===== config.mk =====
export PLATFORM = sky130hd
export DESIGN_NAME = mdl_mlkem_intt128_gs_butterfly
export DESIGN_NICKNAME = d
export VERILOG_FILES = /design/src/rtl/mdl_mlkem_intt128_gs_butterfly.sv
export SDC_FILE = /design/constraint.sdc
export NUM_CORES = 1
export LEC_CHECK = 0
export BUFFER_PORTS_ARGS = -buffer_cell sky130_fd_sc_hd__buf_2
export CAP_MARGIN = 40
export CORE_MARGIN = 2
export CORE_UTILIZATION = 45
export CTS_BUF_LIST = sky130_fd_sc_hd__clkbuf_4 sky130_fd_sc_hd__clkbuf_8 sky130_fd_sc_hd__clkbuf_16
export DETAILED_ROUTE_END_ITERATION = 8
export GPL_ROUTABILITY_DRIVEN = 0
export GPL_TIMING_DRIVEN = 0
export PLACE_DENSITY_LB_ADDON = 0.2
export SYNTH_ARGS = -nofsm -noshare
export SYNTH_HDL_FRONTEND = slang
export SYNTH_SLANG_ARGS = --single-unit

===== constraint.sdc =====
create_clock -name iClk -period 22.5 [get_ports iClk]
set_clock_uncertainty 0.1 [all_clocks]
set_input_delay 0 -clock iClk [delete_from_list [all_inputs] [get_ports iClk]]
set_output_delay 0 -clock iClk [all_outputs]
set_load 0.01 [all_outputs]

===== src/rtl/mdl_mlkem_intt128_gs_butterfly.sv =====
// Pipelined Gentleman-Sande butterfly for the ML-KEM inverse NTT: a'=(a+b) mod q, b'=((a-b) mod q)*zeta mod q.
// Define INTT_SCALE_EN to add a fourth stage that can scale both outputs by 128^-1 mod q.
module mdl_mlkem_intt128_gs_butterfly #(
  parameter logic [11:0] PRM_KYBER_Q    = 12'd3329,
  parameter logic [11:0] PRM_KYBER_NINV = 12'd3303
) (
  input  logic        iClk,
  input  logic        iRst,
  input  logic        iValid,
  output logic        oReady,
  input  logic [11:0] iA,
  input  logic [11:0] iB,
  input  logic [11:0] iZeta,
  input  logic        iScale,
  output logic        oValid,
  input  logic        iReady,
  output logic [11:0] oA,
  output logic [11:0] oB,
  output logic        oBusy
);

  // Barrett constant floor(2^24/q); the quotient estimate is short by at most 2
  localparam logic [13:0] BARRETT_M = 14'(32'd16777216 / 32'(PRM_KYBER_Q));

  function automatic logic [11:0] mod_q(input logic [23:0] x);
    logic [37:0] prod;
    logic [13:0] quo;
    logic [25:0] rem;
    prod = 38'(x) * 38'(BARRETT_M);
    quo  = 14'(prod >> 24);
    rem  = 26'(x) - (26'(quo) * 26'(PRM_KYBER_Q));
    if (rem >= 26'(PRM_KYBER_Q)) rem = rem - 26'(PRM_KYBER_Q);
    if (rem >= 26'(PRM_KYBER_Q)) rem = rem - 26'(PRM_KYBER_Q);
    return rem[11:0];
  endfunction

  logic        en;
  logic [12:0] sum_s1, diff_s1;

  logic        v1_q, v1_d, v2_q, v2_d, v3_q, v3_d;
  logic [11:0] a1_q, a1_d, d1_q, d1_d, z1_q, z1_d;
  logic [23:0] p2_q, p2_d;
  logic [11:0] a2_q, a2_d;
  logic [11:0] a3_q, a3_d, b3_q, b3_d;

`ifdef INTT_SCALE_EN
  logic        sc1_q, sc1_d, sc2_q, sc2_d, sc3_q, sc3_d;
  logic        v4_q, v4_d;
  logic [11:0] a4_q, a4_d, b4_q, b4_d;

  assign oValid = v4_q;
  assign oA     = a4_q;
  assign oB     = b4_q;
  assign oBusy  = v1_q | v2_q | v3_q | v4_q;
`else
  logic              unused_scale;
  localparam logic [11:0] UNUSED_NINV = PRM_KYBER_NINV;

  assign unused_scale = iScale ^ UNUSED_NINV[0];
  assign oValid = v3_q;
  assign oA     = a3_q;
  assign oB     = b3_q;
  assign oBusy  = v1_q | v2_q | v3_q;
`endif

  // the whole pipe moves as one; a full pipe only advances when the output drains
  assign en     = ~oValid | iReady;
  assign oReady = en;

  always_comb begin
    sum_s1  = {1'b0, iA} + {1'b0, iB};
    diff_s1 = {1'b0, iA} - {1'b0, iB};
    if (sum_s1 >= 13'(PRM_KYBER_Q)) sum_s1 = sum_s1 - 13'(PRM_KYBER_Q);
    if (diff_s1[12]) diff_s1 = diff_s1 + 13'(PRM_KYBER_Q);

    v1_d = v1_q; a1_d = a1_q; d1_d = d1_q; z1_d = z1_q;
    v2_d = v2_q; p2_d = p2_q; a2_d = a2_q;
    v3_d = v3_q; a3_d = a3_q; b3_d = b3_q;
`ifdef INTT_SCALE_EN
    sc1_d = sc1_q; sc2_d = sc2_q; sc3_d = sc3_q;
    v4_d  = v4_q;  a4_d  = a4_q;  b4_d  = b4_q;
`endif

    // data registers only load behind a valid beat so bubbles leave them untouched
    if (en) begin
      v1_d = iValid;
      if (iValid) begin
        a1_d = sum_s1[11:0];
        d1_d = diff_s1[11:0];
        z1_d = iZeta;
`ifdef INTT_SCALE_EN
        sc1_d = iScale;
`endif
      end
      v2_d = v1_q;
      if (v1_q) begin
        p2_d = 24'(d1_q) * 24'(z1_q);
        a2_d = a1_q;
`ifdef INTT_SCALE_EN
        sc2_d = sc1_q;
`endif
      end
      v3_d = v2_q;
      if (v2_q) begin
        a3_d = a2_q;
        b3_d = mod_q(p2_q);
`ifdef INTT_SCALE_EN
        sc3_d = sc2_q;
`endif
      end
`ifdef INTT_SCALE_EN
      v4_d = v3_q;
      if (v3_q) begin
        a4_d = sc3_q ? mod_q(24'(a3_q) * 24'(PRM_KYBER_NINV)) : a3_q;
        b4_d = sc3_q ? mod_q(24'(b3_q) * 24'(PRM_KYBER_NINV)) : b3_q;
      end
`endif
    end
  end

  always_ff @(posedge iClk) begin
    if (iRst) begin
      v1_q <= 1'b0; a1_q <= '0; d1_q <= '0; z1_q <= '0;
      v2_q <= 1'b0; p2_q <= '0; a2_q <= '0;
      v3_q <= 1'b0; a3_q <= '0; b3_q <= '0;
`ifdef INTT_SCALE_EN
      sc1_q <= 1'b0; sc2_q <= 1'b0; sc3_q <= 1'b0;
      v4_q  <= 1'b0; a4_q  <= '0;   b4_q  <= '0;
`endif
    end else begin
      v1_q <= v1_d; a1_q <= a1_d; d1_q <= d1_d; z1_q <= z1_d;
      v2_q <= v2_d; p2_q <= p2_d; a2_q <= a2_d;
      v3_q <= v3_d; a3_q <= a3_d; b3_q <= b3_d;
`ifdef INTT_SCALE_EN
      sc1_q <= sc1_d; sc2_q <= sc2_d; sc3_q <= sc3_d;
      v4_q  <= v4_d;  a4_q  <= a4_d;  b4_q  <= b4_d;
`endif
    end
  end

endmodule


==> results.toml, run 1 <==
[global_route]
grt_pass1_vias = 15500
grtUsageTotal = 0.219
antenna_found_initial = 0
grt_max_degree = 18
grt_pass1_wl_um = 78000
grt_overflow_total = 0

[worst_hold_path]
min_path_type = "in -> reg"

[placement]
post-place-ws_ns = 9.11
placed_cells = 2841
dp_hpwl_um = 40200
port_buffers = 65

[timing]
worst_pin_slew_ns = 0.778
fmax_ghz = 0.0745
rsz0062_at_grt = "false"
setup_ws_ns = 9.09
setup_viol = 0
post-route-min-period_ns = 13.41
slew_headroom = 0.478
fin_crit_sh = 0.596
setup_tns_ns = 0
slew_violations = 0
finalHoldViolations = 0

[synthesis]
syn_area_mm2 = 0.0192
synth_seq_cells = 99
syn_nets = 2838
ys_warn_count = 0
synth_edf_count = 0
yosys_most_used_dff = "dfxtp_1"
yosysSeqAreaShare = 0.103
synth.distinct_cells = 87
async_flop_share = 0
avgSynthCellArea_um2 = 8.57
synth_cells = 2236

[floorplan]
die_height_um = 210
start_util = 0.457
core_area_mm2 = 0.0419
floorplan.die_area_mm2 = 0.0442
io_pins = 68
die_w_um = 210
placement_rows = 75

[run]
drv_cap = 0

[routing]
vias = 15200
ant_nets = 0
wl_per_cell_um = 16.3
drtPass1Iterations = 5
wirelength_um = 46900
drt-initial-drc-count = 728
drc_errors = 0
viasPerCell = 5.28

[setup_path]
path_class = "reg -> reg"
endpoint_kind = "register"
required_ns = 22.59
critPathMaxStageDelay_ns = 0.61
cp-start-kind = "register"
cp_slowest_cell = "dfxtp_1"
critical_path_arrival_ns = 13.51
cp_max_fo = 7

[cts]
cts.reportedPaths.clkPinSlew_ns = 0.07
clockBufferDepth = 2
cts_tree = "yes"
cts_sinks = 99
clock_latency_ns = 0.34
h-tree-depth = 3
cts_resized = 0
clockRootBuffer = "clkbuf_16"
numCtsBuffers = 9

[pwr]
total_power_mw = 2.66
ir_drop_mv = 0.181
power.density_mw_per_mm2 = 129
power_leakage_nw = 10.5

[layout]
final_cell_mix = "inv_1, ha_1, fa_1"
area_delta_synth_final_pct = 7.37
drive_gt1_frac = 0.0506
n_fill_cell = 4041
stdcell_count = 2870
n_antenna_cell = 0
utilization = 0.490
nets = 2928
final_common_cell = "inv_1"

[run_status]
status = "finished clean"
-- stage by stage --
stage	cell area, um^2	hold WS [ns]
after floorplan	19200	0.0360
after global placement	20200	0.143
after detailed placement	20200	0.155
after CTS	20600	0.0430
after global routing	20600	0.0806
final	20600	0.0770
-- path summary, 6_finish.rpt --
kind             from        to  slack (ns)  cells after the start
min reg2reg     oA[6]     oA[6]        0.35                      2
max reg2reg  p2_q[18]     oB[7]        9.09                     45
min            iValid  z1_q[11]        0.08                      4
max          p2_q[18]     oB[7]        9.09                     45
-- cell type report --
cell class,instances,area (um^2),share of cell area
clock inverter,6,46.3,0.00225
inverter,441,1660,0.0805
timing repair buffer,79,459,0.0223
sequential,99,1980,0.0963
tap,539,674,0.0328
multi-input combinational,1624,15200,0.740
buffer,72,294,0.0143
clock buffer,10,233,0.0113
-- flip-flops by register name, summed over array words and instances, names as in the netlist --
signal,cells
z1_q,12
p2_q,24
oA,12
d1_q,12
a1_q,12
a2_q,12
oB,12
v2_q,1
v1_q,1
oValid,1
-- cells by family after synthesis --
| kind of cell | synth area share |
|---|---|
| mux | 0.00470 |
| fa+ha+maj | 0.468 |
| xor+xnor | 0.0393 |
| buf+inv | 0.102 |
| flops | 0.103 |
| simple gates | 0.156 |
| compound gates | 0.127 |
-- critical path: cells and delay by family (launching register included) --
| kind | cells | cell delay (ns) |
|---|---|---|
| fa+ha+maj | 12 | 5.29 |
| mux | 1 | 0.36 |
| flops | 1 | 0.61 |
| buf+inv | 8 | 0.76 |
| xor+xnor | 2 | 0.64 |
| simple gates | 3 | 0.93 |
| compound gates | 19 | 4.60 |
-- per-layer routing --
metal / up-vias / track usage / wire, um
li1: 7434 / - / -
met1: 7423 / 0.293 / 22000
met2: 260 / 0.383 / 22600
met3: 49 / 0.0203 / 1370
met4: 0 / 0.0545 / 859
met5: - / 0 / 0
-- power breakdown --
part	leakage, nW	internal [mW]	switching (mW)
sequential	0.809	0.190	0.0212
clock	0.133	0.0772	0.0687
combinational	9.57	0.874	1.43
total	10.5	1.14	1.52
-- cell usage after synthesis (all sizes together), types with 12 or more instances --
cell	number	area (um^2)
inv	441	1660
ha	302	3780
fa	259	5180
nand2	238	896
a21oi	129	649
nor2	102	383
dfxtp	99	1980
and2	88	551
clkbuf	66	249
xnor2	52	455
o21ai	50	250
xor2	34	298
nand3	30	150
nor3	29	166
a211oi	23	178
a21o	21	158
nor2b	20	125
nand3b	18	135
or3	16	105
and3	15	98.8
o21bai	15	113
a21boi	13	101
nand4	13	87.6
o211ai	12	95.1
o21a	12	90.1
-- repair_timing --
item,4_1_cts,5_1_grt
hold endpoints to repair,15,0
setup buffers,0,0
hold buffers,13,0
(Power assumes the default switching activity.)
==> run 2: changes to the inputs <==
--- a/config.mk
+++ b/config.mk
@@ -5,6 +5,7 @@
 export SDC_FILE = /design/constraint.sdc
 export NUM_CORES = 1
 export LEC_CHECK = 0
+export ABC_AREA = 1
 export BUFFER_PORTS_ARGS = -buffer_cell sky130_fd_sc_hd__buf_2
 export CAP_MARGIN = 40
 export CORE_MARGIN = 2
==> constraint.sdc (replaced) <==
create_clock -name iClk -period 10.8 [get_ports iClk]
set_clock_uncertainty 0.1 [all_clocks]
set_input_delay 0 -clock iClk [delete_from_list [all_inputs] [get_ports iClk]]
set_output_delay 0 -clock iClk [all_outputs]
set_load 0.01 [all_outputs]
==> run 2 against run 1 <==
Effect of this change: sequential share of layout area is 0.92 points lower; global-route usage rose by 0.89 points; hold slack gained 0.051 ns; maximum frequency rose by 27%; die area grew 5.2%; count of clock-buffer cells in the layout increased by 1; synthesized cell count grew 22%; largest cell class unchanged.
==> results.toml, run 2 <==
[routing]
drtPass1Iterations = 6
wl_per_cell_um = 15.1
drc_errors = 0
viasPerCell = 4.96
vias = 17300
wirelength_um = 52700
ant_nets = 0
drt-initial-drc-count = 1102

[global_route]
grt_max_degree = 18
antenna_found_initial = 2
grt_overflow_total = 0
grt_pass1_vias = 17700
grtUsageTotal = 0.228
grt_pass1_wl_um = 87100

[floorplan]
start_util = 0.456
core_area_mm2 = 0.0442
die_w_um = 216
io_pins = 68
die_height_um = 216
floorplan.die_area_mm2 = 0.0465
placement_rows = 77

[setup_path]
path_class = "reg -> reg"
critical_path_arrival_ns = 10.71
crit_path_frequent_cell = "fa_1"
endpoint_kind = "register"
cp-start-kind = "register"
cp_max_fo = 7
critPathMaxStageDelay_ns = 0.60
worstRegToRegCells = 56
cp_slowest_cell = "fa_1"
required_ns = 10.96

[synthesis]
synth_edf_count = 0
synth_seq_cells = 99
yosys.cell_count.top_type = "inv_1"
synthTopCellsByCount = "inv_1, nand2_1, ha_1, fa_1, nor2_1"
avgSynthCellArea_um2 = 7.39
syn_area_mm2 = 0.0202
syn_nets = 3332
yosysTopAreaCellShare = 0.257
synth.distinct_cells = 53
yosysSeqAreaShare = 0.0982
synth_cells = 2730
async_flop_share = 0
synth_top_area_cell = "fa_1"
ys_top_cells_by_area = "fa_1, ha_1, inv_1"
ys_warn_count = 0
yosys_most_used_dff = "dfxtp_1"

[timing]
slew_violations = 0
hold_ws_ns = 0.128
worst_pin_slew_ns = 0.753
fin_crit_sh = 0.977
post-route-min-period_ns = 10.55
fmax_ghz = 0.0948
setup_viol = 0
rsz0062_at_grt = "true"
finalHoldViolations = 0
slew_headroom = 0.496

[layout]
final_common_cell = "inv_1"
largest-register = "p2_q"
drive_gt1_frac = 0.146
n_fill_cell = 4195
seqCellArea_mm2 = 0.00205
stdcell_count = 3494
multi_input_area_mm2 = 0.0164
fin_area_mm2 = 0.0235
area_delta_synth_final_pct = 16.4
largest_reg_flops = 24
final_cell_mix = "inv_1, nand2_1, ha_1"
n_antenna_cell = 0
nets = 3499
utilization = 0.531

[cts]
clockBufferDepth = 2
cts.reportedPaths.clkPinSlew_ns = 0.07
cts_tree = "yes"
cts_sinks = 99
h-tree-depth = 3
clock_latency_ns = 0.36
numCtsBuffers = 9
clockRootBuffer = "clkbuf_16"

[worst_hold_path]
min_path_type = "in -> reg"
whs_path_depth = 5

[placement]
port_buffers = 65
placed_cells = 3387
placement.cell_area_mm2 = 0.0212
dp_hpwl_um = 43800

[run_status]
status = "finished clean"

[run]
drv_cap = 0
[run 2: final timing paths]
path	from	to	slack [ns]
setup reg to reg	p2_q[7]	oB[6]	0.25
hold reg to reg	a1_q[7]	a2_q[7]	0.36
setup / recovery	p2_q[7]	oB[6]	0.25
hold / removal	iValid	a1_q[0]	0.13
[run 2: routing by layer]
| metal | part of all wire | vias up | wire length, um | GRT usage |
|---|---|---|---|---|
| li1 | - | 8657 | - | - |
| met1 | 0.45 | 8206 | 23800 | 0.302 |
| met2 | 0.48 | 383 | 25500 | 0.406 |
| met3 | 0.041 | 81 | 2150 | 0.0211 |
| met4 | 0.023 | 2 | 1210 | 0.0457 |
| met5 | 0.00032 | - | 17 | 0 |
[run 2: logic make-up (layout without fill, tap and decap cells)]
family	after synthesis	in the layout	synth area share
flip-flops	99	99	0.0982
XOR/XNOR	88	88	0.0389
buffers and inverters	771	943	0.145
AND/OR/NAND/NOR	874	874	0.180
AO/OA/AOI/OAI	337	337	0.0930
adder cells (fa/ha/maj)	561	561	0.444
[run 2: per-stage QoR]
stage | setup TNS, ns | worst slack [ns]
2_1_floorplan | 0 | 0.690
3_3_place_gp | -10.69 | -0.973
3_5_place_dp | -10.67 | -0.970
4_1_cts | 0 | 0.00200
5_1_grt | -2.11 | -0.200
6_report | 0 | 0.252
[run 2: layout make-up]
cell class | instances | area share
Timing Repair Buffer | 156 | 0.0447
Sequential cell | 99 | 0.0872
Buffer | 64 | 0.0128
Clock inverter | 5 | 0.00282
Inverter | 707 | 0.114
Multi-Input combinational cell | 1860 | 0.697
Tap cell | 592 | 0.0315
Clock buffer | 11 | 0.0108
[run 2: what timing repair did]
item                                   4_1_cts  5_1_grt
hold buffers                                14        0
setup endpoints to repair                   12       12
setup buffers                               19       57
gates resized for setup                     81      225
cloned                                       0        1
pin swaps                                   10      146
endpoints found under the hold margin       18        0
[run 2: worst max-delay path: cells and delay by family, from the launching register on]
kind            cells  cell delay, ns
compound gates      8            1.37
xor+xnor            1            0.12
fa+ha+maj          13            5.03
buf+inv            11            0.92
flops               1            0.39
simple gates       23            2.50
Power of run 2 is not shown: default switching activity piles up to over one toggle a cycle in this logic, so the estimate is an artifact.
==> run 3: changes to the inputs <==
--- a/config.mk
+++ b/config.mk
@@ -13,8 +13,8 @@
 export CTS_BUF_LIST = sky130_fd_sc_hd__clkbuf_4 sky130_fd_sc_hd__clkbuf_8 sky130_fd_sc_hd__clkbuf_16
 export DETAILED_ROUTE_END_ITERATION = 8
 export GPL_ROUTABILITY_DRIVEN = 0
-export GPL_TIMING_DRIVEN = 0
-export PLACE_DENSITY_LB_ADDON = 0.2
+export PLACE_DENSITY_LB_ADDON = 0.08
+export RECOVER_POWER = 25
 export SYNTH_ARGS = -nofsm -noshare
 export SYNTH_HDL_FRONTEND = slang
 export SYNTH_SLANG_ARGS = --single-unit
==> run 3 against run 2 <==
Effect of this change: utilization is 1.8 points lower; sequential share of layout area up 0.090 points; via count is 2.1% lower; hold slack worse by 0.037 ns; final cell count decreased by 0.57%; maximum frequency rose by 2.2%.
==> results.toml, run 3 (synthesized netlist as in run 2, its figures left out) <==
[run_status]
status = "finished clean"

[timing]
slew_violations = 0
slew_headroom = 0.142
finalHoldViolations = 0
post-route-min-period_ns = 10.32
hold_ws_ns = 0.0912
fmax_ghz = 0.0969
setup_viol = 0
fin_crit_sh = 0.955
rsz0062_at_grt = "true"
setup_ws_ns = 0.484
worst_pin_slew_ns = 1.29

[setup_path]
critPathMaxStageDelay_ns = 0.58
rr_startpoint = "p2_q[8]"
cp_slowest_cell = "fa_1"
r2r_setup_slack_ns = 0.48
required_ns = 10.94
crit_path_frequent_cell = "inv_1"
cp-start-kind = "register"
cp_max_fo = 11
r2r-end = "oB[1]"
endpoint_kind = "register"
path_class = "reg -> reg"
worstRegToRegCells = 56
critical_path_arrival_ns = 10.46

[worst_hold_path]
worstHoldStart = "iValid"
hold_path_end = "a1_q[5]"
whs_path_depth = 5
min_path_type = "in -> reg"

[global_route]
grt_overflow_total = 0
grt_max_degree = 56
grt_pass1_wl_um = 85600
grtUsageTotal = 0.224
antenna_found_initial = 0
grt_pass1_vias = 17600

[layout]
final_cell_mix = "inv_1, nand2_1, ha_1"
largest-register = "p2_q"
nets = 3479
area_delta_synth_final_pct = 12.6
drive_gt1_frac = 0.105
final_common_cell = "inv_1"
n_antenna_cell = 0
largest_reg_flops = 24

[cts]
numCtsBuffers = 9
clockBufferDepth = 2
clock_latency_ns = 0.38
clockRootBuffer = "clkbuf_16"
cts.reportedPaths.clkPinSlew_ns = 0.08
h-tree-depth = 3
cts_tree = "yes"
cts_sinks = 99

[routing]
drt-initial-drc-count = 714
drc_errors = 0
ant_nets = 0
vias = 17000
wirelength_um = 50200
drtPass1Iterations = 5
wl_per_cell_um = 14.5
viasPerCell = 4.88

[floorplan]
die_height_um = 216
start_util = 0.456
placement_rows = 77
die_w_um = 216
floorplan.die_area_mm2 = 0.0465
core_area_mm2 = 0.0442
io_pins = 68

[placement]
dp_hpwl_um = 43000
post-place-ws_ns = -0.00122
port_buffers = 66

[run]
drv_cap = 0
==> run 3: worst max-delay path by stage <==
stage	end	cells after the start	slack, ns	from
2_1_floorplan	oB[10]	59	0.69	p2_q[9]
3_3_place_gp	oB[7]	57	0.17	p2_q[8]
3_5_place_dp	oB[7]	54	-0.001	p2_q[8]
4_1_cts	oB[0]	56	0.01	p2_q[11]
5_1_grt	oB[1]	52	-0.1	p2_q[10]
6_report	oB[1]	56	0.48	p2_q[8]
==> run 3: metal layers <==
metal / track usage / share of wire / wire [um] / up-vias
met3: 0.0210 / 0.030 / 1510 / 31
met5: 0 / 0 / 0 / -
met2: 0.393 / 0.48 / 24200 / 235
met4: 0.0430 / 0.011 / 531 / 0
li1: - / - / - / 8629
met1: 0.303 / 0.48 / 24000 / 8063
==> run 3: worst max-delay path, delay by kind of cell, from the launching register on <==
| kind | cells | cell delay [ns] |
|---|---|---|
| adders and majority gates | 13 | 5.49 |
| DFF | 1 | 0.42 |
| AOI/OAI and AO/OA | 7 | 0.89 |
| xor gates and xnor gates | 2 | 0.36 |
| and+or+nand+nor | 24 | 2.22 |
| buffers and inverters | 10 | 0.66 |
==> run 3: layout make-up <==
type                    count  area (um^2)
clock inverters             7         91.3
inverters                 707         2660
multi-input cells        1860        15600
repair buffers            200         1360
fillers                  4425        21500
flip-flops and latches     99         2000
clock buffers               9          225
well taps                 592          741
==> run 3: repair_timing <==
item / CTS / global route
hold buffers: 13 / 0
buffers inserted: 0 / 4
endpoints found under the setup margin: 12 / 12
resized for setup: 4 / 99
pin swaps: 0 / 24
hold endpoints to repair: 15 / 0
==> run 3: stage by stage <==
step	setup TNS, ns	utilization	std cells	area [um^2]
floorplan	0	-	2730	20200
global placement	0	0.494	3439	21800
detailed placement	-0.00133	0.495	3441	21900
CTS	0	0.505	3470	22300
global route	-0.841	0.514	3474	22700
finish	0	0.514	3474	22700
Power of run 3 is left out for the same reason.
